==> config.mk <==
export PLATFORM = sky130hd
export DESIGN_NAME = mcs4_bus_master_flat
export DESIGN_NICKNAME = d
export VERILOG_FILES = /design/src/rtl/mcs4_pkg.sv /design/src/rtl/mcs4_bus_master_if.sv /design/src/rtl/mcs4_phase_gen.sv /design/src/rtl/mcs4_bus_master.sv /design/src/flat_wrapper.sv
export SDC_FILE = /design/constraint.sdc
export NUM_CORES = 1
export LEC_CHECK = 0
export ABC_AREA = 0
export CORE_MARGIN = 2
export CORE_UTILIZATION = 52
export DETAILED_ROUTE_END_ITERATION = 10
export PLACE_DENSITY = 0.81
export REMOVE_ABC_BUFFERS = 1
export SYNTH_ARGS = -nofsm -noshare
export SYNTH_HDL_FRONTEND = slang
export SYNTH_SLANG_ARGS = --single-unit
==> constraint.sdc <==
create_clock -name sysclk -period 4.15 [get_ports sysclk]
set_clock_uncertainty 0.15 [all_clocks]
set_input_delay 0.415 -clock sysclk [delete_from_list [all_inputs] [get_ports sysclk]]
set_output_delay 0.415 -clock sysclk [all_outputs]
set_load 0.02 [all_outputs]
==> src/rtl/mcs4_pkg.sv <==
// Shared MCS-4 bus definitions.
//   SUB_A1..SUB_X3 : 3-bit subcycle codes of the 8-subcycle instruction cycle
//   OPA_WRR/OPA_RDR: OPA nibbles of the ROM-port write/read instructions
//   mcs4_cmd_t     : per-cycle command the host presents to the bus master
//   addr_nibble()  : which address nibble goes on the bus in A1/A2/A3
package mcs4_pkg;

    localparam logic [2:0] SUB_A1 = 3'd0;
    localparam logic [2:0] SUB_A2 = 3'd1;
    localparam logic [2:0] SUB_A3 = 3'd2;
    localparam logic [2:0] SUB_M1 = 3'd3;
    localparam logic [2:0] SUB_M2 = 3'd4;
    localparam logic [2:0] SUB_X1 = 3'd5;
    localparam logic [2:0] SUB_X2 = 3'd6;
    localparam logic [2:0] SUB_X3 = 3'd7;

    // OPA of the 0xE_ I/O group: WRR = 0xE2, RDR = 0xEA
    localparam logic [3:0] OPA_WRR = 4'h2;
    localparam logic [3:0] OPA_RDR = 4'hA;

    typedef struct packed {
        logic [11:0] pc;
        logic        cm_m2;
        logic        cm_x2;
        logic        wr;
        logic [3:0]  wdata;
    } mcs4_cmd_t;

    // Low nibble first: A1 carries pc[3:0], A3 carries the chip-select nibble.
    function automatic logic [3:0] addr_nibble(input logic [11:0] a, input logic [2:0] s);
        case (s)
            SUB_A1:  return a[3:0];
            SUB_A2:  return a[7:4];
            SUB_A3:  return a[11:8];
            default: return 4'h0;
        endcase
    endfunction

endpackage

==> src/rtl/mcs4_bus_master_if.sv <==
// MCS-4 bus pins as seen between the CPU-side master and i4001/i4002 responders.
//   clk1_pad/clk2_pad : two-phase clocks
//   sync_pad          : high for the X3 subcycle
//   cmrom_pad         : command ROM line(s)
//   data_out/data_dir : master drive value and enable (the tri-state pad is outside)
//   data_pad          : resolved bus value returned to the master
interface mcs4_bus_master_if #(
    parameter int CM_LINES = 1
);
    logic                clk1_pad;
    logic                clk2_pad;
    logic                sync_pad;
    logic [CM_LINES-1:0] cmrom_pad;
    logic [3:0]          data_out;
    logic                data_dir;
    logic [3:0]          data_pad;

    modport master (
        output clk1_pad, clk2_pad, sync_pad, cmrom_pad, data_out, data_dir,
        input  data_pad
    );

    modport slave (
        input  clk1_pad, clk2_pad, sync_pad, cmrom_pad, data_out, data_dir,
        output data_pad
    );
endinterface

==> src/rtl/mcs4_phase_gen.sv <==
// Subcycle timebase for the MCS-4 master.
//   sysclk, poc       : clock and synchronous active-high clear
//   tick, sub         : current tick within subcycle and current subcycle
//   tick_nxt, sub_nxt : values they take at the next edge, so the parent can
//                       register its own outputs aligned with tick/sub
//   clk1, clk2, sync  : registered phase clocks and sync
// TICKS must be a multiple of 4 and at least 4.
module mcs4_phase_gen
    import mcs4_pkg::*;
#(
    parameter int TICKS = 8
) (
    input  logic                       sysclk,
    input  logic                       poc,
    output logic [$clog2(TICKS)-1:0]   tick,
    output logic [2:0]                 sub,
    output logic [$clog2(TICKS)-1:0]   tick_nxt,
    output logic [2:0]                 sub_nxt,
    output logic                       clk1,
    output logic                       clk2,
    output logic                       sync
);
    localparam int TW = $clog2(TICKS);
    localparam int Q  = TICKS / 4;
    localparam logic [TW-1:0] T_LAST  = TW'(TICKS - 1);
    localparam logic [TW-1:0] C1_END  = TW'(Q);
    localparam logic [TW-1:0] C2_BEG  = TW'(2 * Q);
    localparam logic [TW-1:0] C2_END  = TW'(3 * Q);

    // Low for the first edge after poc: that edge holds tick 0 of X3 so the
    // restart shows a full X3 with sync high before A1.
    logic running;

    always_comb begin
        tick_nxt = '0;
        sub_nxt  = SUB_X3;
        if (running) begin
            if (tick == T_LAST) begin
                tick_nxt = '0;
                sub_nxt  = sub + 3'd1;
            end else begin
                tick_nxt = tick + TW'(1);
                sub_nxt  = sub;
            end
        end
    end

    always_ff @(posedge sysclk) begin
        if (poc) begin
            running <= 1'b0;
            tick    <= '0;
            sub     <= SUB_X3;
            clk1    <= 1'b0;
            clk2    <= 1'b0;
            sync    <= 1'b0;
        end else begin
            running <= 1'b1;
            tick    <= tick_nxt;
            sub     <= sub_nxt;
            clk1    <= (tick_nxt < C1_END);
            clk2    <= (tick_nxt >= C2_BEG) && (tick_nxt < C2_END);
            sync    <= (sub_nxt == SUB_X3);
        end
    end

endmodule

==> src/rtl/mcs4_bus_master.sv <==
// CPU-side MCS-4 bus initiator.
//   sysclk, poc          : clock and synchronous active-high power-on clear
//   bus (master modport) : clk1/clk2/sync/cmrom generation, data drive/sample
//   pc, pc_ack           : next fetch address; pc_ack marks the latch tick
//   inst, inst_valid     : fetched {OPR,OPA} and its one-tick strobe
//   io_cm_m2, io_cm_x2   : CMROM in M2 / X2 of the next cycle
//   io_wr, io_wdata      : drive io_wdata in X2 of the next cycle
//   io_rdata, io_rvalid  : X2 sample when not writing, and its strobe
//   sub                  : current subcycle (0=A1 .. 7=X3)
// Every output is a flop; bus-side values are computed from the phase
// generator's next-state so they line up with tick/sub.
module mcs4_bus_master
    import mcs4_pkg::*;
#(
    parameter int TICKS    = 8,
    parameter int CM_LINES = 1
) (
    input  logic                sysclk,
    input  logic                poc,
    mcs4_bus_master_if.master   bus,
    input  logic [11:0]         pc,
    output logic                pc_ack,
    output logic [7:0]          inst,
    output logic                inst_valid,
    input  logic                io_cm_m2,
    input  logic                io_cm_x2,
    input  logic                io_wr,
    input  logic [3:0]          io_wdata,
    output logic [3:0]          io_rdata,
    output logic                io_rvalid,
    output logic [2:0]          sub
);
    localparam int TW = $clog2(TICKS);
    localparam int Q  = TICKS / 4;
    localparam logic [TW-1:0] T_LAST = TW'(TICKS - 1);
    // Last tick with clk2 high: responders have had the whole clk2 phase to settle.
    localparam logic [TW-1:0] T_CAP  = TW'(3 * Q - 1);

    logic [TW-1:0] tick, tick_nxt;
    logic [2:0]    sub_q, sub_nxt;
    logic          clk1, clk2, sync;

    mcs4_phase_gen #(.TICKS(TICKS)) u_phase (
        .sysclk   (sysclk),
        .poc      (poc),
        .tick     (tick),
        .sub      (sub_q),
        .tick_nxt (tick_nxt),
        .sub_nxt  (sub_nxt),
        .clk1     (clk1),
        .clk2     (clk2),
        .sync     (sync)
    );

    assign sub          = sub_q;
    assign bus.clk1_pad = clk1;
    assign bus.clk2_pad = clk2;
    assign bus.sync_pad = sync;

    mcs4_cmd_t cmd_host, cmd_l, cmd_nxt;
    logic      latch_now, cap_now;

    assign cmd_host  = '{pc: pc, cm_m2: io_cm_m2, cm_x2: io_cm_x2, wr: io_wr, wdata: io_wdata};
    assign latch_now = (sub_q == SUB_X3) && (tick == T_LAST);
    assign cap_now   = (tick == T_CAP);
    // On the latch edge the A1 drive must already see the new pc.
    assign cmd_nxt   = latch_now ? cmd_host : cmd_l;

    logic       dir_nxt, cm0_nxt;
    logic [3:0] dout_nxt;

    always_comb begin
        dir_nxt  = 1'b0;
        dout_nxt = 4'h0;
        cm0_nxt  = 1'b0;
        case (sub_nxt)
            SUB_A1, SUB_A2: begin
                dir_nxt  = 1'b1;
                dout_nxt = addr_nibble(cmd_nxt.pc, sub_nxt);
            end
            SUB_A3: begin
                dir_nxt  = 1'b1;
                dout_nxt = addr_nibble(cmd_nxt.pc, sub_nxt);
                cm0_nxt  = 1'b1;
            end
            SUB_M2: cm0_nxt = cmd_nxt.cm_m2;
            SUB_X2: begin
                cm0_nxt = cmd_nxt.cm_x2;
                if (cmd_nxt.wr) begin
                    dir_nxt  = 1'b1;
                    dout_nxt = cmd_nxt.wdata;
                end
            end
            default: ;
        endcase
    end

    logic [3:0] opr;

    always_ff @(posedge sysclk) begin
        if (poc) begin
            cmd_l         <= '0;
            opr           <= 4'h0;
            pc_ack        <= 1'b0;
            inst          <= 8'h00;
            inst_valid    <= 1'b0;
            io_rdata      <= 4'h0;
            io_rvalid     <= 1'b0;
            bus.data_dir  <= 1'b0;
            bus.data_out  <= 4'h0;
            bus.cmrom_pad <= '0;
        end else begin
            if (latch_now)
                cmd_l <= cmd_host;
            pc_ack        <= (sub_nxt == SUB_X3) && (tick_nxt == T_LAST);
            bus.data_dir  <= dir_nxt;
            bus.data_out  <= dout_nxt;
            bus.cmrom_pad <= CM_LINES'(cm0_nxt);

            inst_valid <= 1'b0;
            io_rvalid  <= 1'b0;
            if (cap_now && sub_q == SUB_M1)
                opr <= bus.data_pad;
            if (cap_now && sub_q == SUB_M2) begin
                inst       <= {opr, bus.data_pad};
                inst_valid <= 1'b1;
            end
            if (cap_now && sub_q == SUB_X2 && !cmd_l.wr) begin
                io_rdata  <= bus.data_pad;
                io_rvalid <= 1'b1;
            end
        end
    end

endmodule
==> src/flat_wrapper.sv <==
// flat-port wrapper written by rule: the top's interface ports become plain ports
module mcs4_bus_master_flat import mcs4_pkg::*;
#(
    parameter int TICKS    = 8,
    parameter int CM_LINES = 1
)
  (sysclk, poc, pc, pc_ack, inst, inst_valid, io_cm_m2, io_cm_x2, io_wr, io_wdata, io_rdata, io_rvalid, sub, bus_clk1_pad, bus_clk2_pad, bus_sync_pad, bus_cmrom_pad, bus_data_out, bus_data_dir, bus_data_pad);
  mcs4_bus_master_if #(.CM_LINES(CM_LINES)) bus_i ();
  input  logic sysclk;
  input  logic poc;
  input  logic [11:0] pc;
  output logic pc_ack;
  output logic [7:0] inst;
  output logic inst_valid;
  input  logic io_cm_m2;
  input  logic io_cm_x2;
  input  logic io_wr;
  input  logic [3:0] io_wdata;
  output logic [3:0] io_rdata;
  output logic io_rvalid;
  output logic [2:0] sub;
  output wire logic [$bits(bus_i.clk1_pad)-1:0] bus_clk1_pad;
  output wire logic [$bits(bus_i.clk2_pad)-1:0] bus_clk2_pad;
  output wire logic [$bits(bus_i.sync_pad)-1:0] bus_sync_pad;
  output wire logic [$bits(bus_i.cmrom_pad)-1:0] bus_cmrom_pad;
  output wire logic [$bits(bus_i.data_out)-1:0] bus_data_out;
  output wire logic [$bits(bus_i.data_dir)-1:0] bus_data_dir;
  input wire logic [$bits(bus_i.data_pad)-1:0] bus_data_pad;
  assign bus_clk1_pad = bus_i.clk1_pad;
  assign bus_clk2_pad = bus_i.clk2_pad;
  assign bus_sync_pad = bus_i.sync_pad;
  assign bus_cmrom_pad = bus_i.cmrom_pad;
  assign bus_data_out = bus_i.data_out;
  assign bus_data_dir = bus_i.data_dir;
  assign bus_i.data_pad = bus_data_pad;
  mcs4_bus_master #(.TICKS(TICKS), .CM_LINES(CM_LINES)) u_core (.sysclk(sysclk), .poc(poc), .bus(bus_i), .pc(pc), .pc_ack(pc_ack), .inst(inst), .inst_valid(inst_valid), .io_cm_m2(io_cm_m2), .io_cm_x2(io_cm_x2), .io_wr(io_wr), .io_wdata(io_wdata), .io_rdata(io_rdata), .io_rvalid(io_rvalid), .sub(sub));
endmodule
==> run_results.csv <==
group,metric,value,unit
timing,rsz0062_at_grt,"no",
clocking,cts_buffers,5,
critical_path,cpMostUsedCell,"ha_1",
critical_path,rrSetupSlack,1.84,ns
timing,post-route-min-period,2.31,ns
clocking,cts-htree-levels,2,
placed_design,place.port_buffers,51,
min_path,min_path_type,"reg2reg",
synth,yosysWarnings,0,
synth,ys_types,34,
layout,fin_util,0.699,
placed_design,dp_hpwl,3070,um
critical_path,crit_chain,"ha_1 > ha_1 > nand2_4 > mux2i_1 > or3_4 > o32a_1 > a21oi_1",
clocking,postCtsSetupBuffers,0,
global_route,grt.overflow.total,0,
clocking,clkSlewWorstSetupHoldPaths,0.09,ns
layout,post-route-cell-area,2780,sq um
power_and_ir_drop,ir_worst_vdd,0.238,mV
clocking,hold_buffers,0,
critical_path,cpPeakStageDelay,0.40,ns
die,chipWidth,68.0,um
synth,avgSynthCellArea,9.85,sq um
global_route,grt_max_degree,40,
timing,slew_violations,0,
clocking,post_cts_resized,0,
die,die_area,4620,sq um
synth,synth.cell_area,2130,sq um
timing,fin_crit_sh,0.558,
outcome,status,"complete, no violations",
synth,synthTopCellsByCount,"dfxtp_1 (54), nor2_1 (33), mux2i_1 (30)",
layout,areaGrowthSynthToFinish,30.5,%
power_and_ir_drop,power_leakage,1.25,nW
route,wl_met3,192,um
route,vias,1631,
route,routed_via_density,5.13,
synth,synthAdderAreaFrac,0.0529,
layout,diodes,0,
global_route,grt_pass1_wl,6840,um
layout,final_nets,301,
synth,synth_cells,216,
route,drtIter0Drc,111,
die,row_count,23,
global_route,grt_util_all_layers,0.201,
route,routed.top_layer,"met4",
critical_path,critPathTopFamily,"simple AND/OR/NAND/NOR gates",
timing,worstMarginPinSlew,0.522,ns
route,drc,0,
route,wl,4230,um
critical_path,slowest_stage,"dfxtp_1",
placed_design,gp_congestion,0.776,
clocking,cts_tree,"built",
clocking,clk_latency,0.31,ns
critical_path,worstReg2RegEnd,"u_core.bus.data_out[3]",
route,route.antenna.remaining_nets,0,
critical_path,critPathCapture,"u_core.bus.data_out[3]",
critical_path,startpoint_type,"register",
synth,synth_area_leaders,"dfxtp_1 (51%), mux2i_1 (14%), nor2_1 (5.8%), ha_1 (5.3%), nand2_1 (5.1%)",
synth,synth_top_area_share,0.508,
critical_path,setup.worst_path.start,"u_core.u_phase.tick[0]",
route,wl_per_cell,13.3,um
synth,synthSimpleGateAreaFrac,0.192,
critical_path,reg2reg_depth,7,
clocking,clock-sinks,54,
timing,final_hold_viol_count,0,
route,drt-pass1-iter-count,4,
synth,synth_edf_count,0,
critical_path,worst-setup-path-type,"reg2reg",
synth,ys_seq_area_frac,0.508,
die,die_height,68.0,um
placed_design,placedInstanceArea,2670,sq um
critical_path,rr_startpoint,"u_core.u_phase.tick[0]",
critical_path,end_kind,"register",
die,ioPinCount,52,
synth,ys_async_sr_fraction,0,
timing,fin_tns_setup,0,ns
synth,synth_mux_area_frac,0.141,
timing,setup_viol,0,
synth,ys_seq_elements,54,
synth,synth_top_cell_by_area,"dfxtp_1",
timing,slew_headroom,0.651,
critical_path,critPathBufInv,0,
route,dr_wl_met2,1980,um
critical_path,worst-endpoint-required,4.24,ns
synth,synthXorXnorAreaFrac,0.00765,
synth,synth_compound_area_frac,0.0682,
route,wl_met1,2000,um
timing,fmax,0.432,GHz
die,core_area,3970,sq um
synth,synth_top_family_by_area,"simple AND/OR/NAND/NOR gates",
global_route,grt_pass1_vias,1495,
critical_path,crit_fanout,19,
die,start_util,0.536,
critical_path,crit_cells,7,
synth,synth.most_common_cell,"dfxtp_1",
flow_run,cap_violations,0,
layout,drive_gt1_frac,0.0560,
power_and_ir_drop,power.density,328,nW/um^2
clocking,clockBufferDepth,2,
global_route,antenna_found_initial,0,
synth,yosys_most_used_dff,"dfxtp_1",
clocking,cts_root_buffer,"clkbuf_8",
critical_path,worstPathArrival,2.40,ns
layout,n_fill_cell,316,
cells by family after synthesis:
group	Yosys count
buffers and inverters	14
flip-flops	54
XOR/XNOR	1
multiplexers	30
AND/OR/NAND/NOR	86
AO/OA/AOI/OAI	22
adder cells (fa/ha/maj)	9
how the worst min path moves through the flow:
stage | startpoint | endpoint | slack [ns] | cells past startpoint
2_1_floorplan | u_core.opr[0] | u_core.inst[4] | 0.28 | 2
3_3_place_gp | u_core.opr[0] | u_core.inst[4] | 0.29 | 2
3_5_place_dp | u_core.opr[0] | u_core.inst[4] | 0.29 | 2
4_1_cts | u_core.opr[3] | u_core.inst[7] | 0.31 | 2
5_1_grt | u_core.opr[0] | u_core.inst[4] | 0.33 | 2
6_report | u_core.opr[3] | u_core.inst[7] | 0.30 | 2
routing by layer:
layer  track usage  up-vias
li1              -      828
met1         0.274      755
met2         0.297       44
met3        0.0493        4
met4        0.0950        0
met5             0        -
worst min-delay path: stages (launching register included):
cell     delay [ns]
dfxtp_1        0.32
nand2_1        0.05
a21oi_1        0.05
cell type report:
type                            count  area [sq um]  area share
Sequential cell                    54          1080       0.390
Multi-Input combinational cell    148           982       0.354
Tap cell                           50          62.6      0.0225
Inverter                            6          22.5     0.00812
Clock buffer                        5          68.8      0.0248
Timing Repair Buffer               52           518       0.187
Clock inverter                      3          40.0      0.0144
state kept, by name (all words and copies together) (netlist names), 3 cells and up:
signal	flops
u_core.cmd_l	19
u_core.inst	8
u_core.bus.data_out	4
u_core.io_rdata	4
u_core.opr	4
u_core.u_phase.sub	3
u_core.u_phase.tick	3
where the power goes:
part	switching [mW]	internal [mW]	total, mW
sequential	0.00292	0.520	0.523
combinational	0.0160	0.0258	0.0418
clock	0.168	0.178	0.346
total	0.187	0.724	0.911
cell usage in the layout, fill, tap and decap left out:
master            n
dfxtp_1          54
clkdlybuf4s50_1  51
nor2_1           33
mux2i_1          30
nand2_1          29
a21oi_1          13
ha_1              9
nand3_1           6
inv_1             5
clkbuf_8          5
and2_1            3
nor3_1            3
o32a_1            3
clkinv_2          2
clkinv_1          1
or2_1             1
a21boi_2          1
nand2b_1          1
and3_1            1
xnor2_2           1
nand4_1           1
nor4b_1           1
nand2_4           1
and3b_1           1
o21ai_1           1
nand3b_4          1
nor3b_2           1
or3_4             1
o32ai_1           1
nor4_1            1
a211oi_1          1
nand3b_1          1
o22ai_1           1
o2111a_1          1
bufinv_16         1
buf_4             1
stage by stage:
step	hold slack, ns	cells	setup WS, ns	power (mW)
after CTS	0.308	318	1.84	0.917
after global placement	0.292	310	1.92	0.577
after global routing	0.332	318	1.72	0.946
after floorplan	0.275	208	2.01	0.543
final	0.303	318	1.84	0.911
after detailed placement	0.294	310	1.87	0.577
No activity file was read; power rests on OpenSTA's default activity.
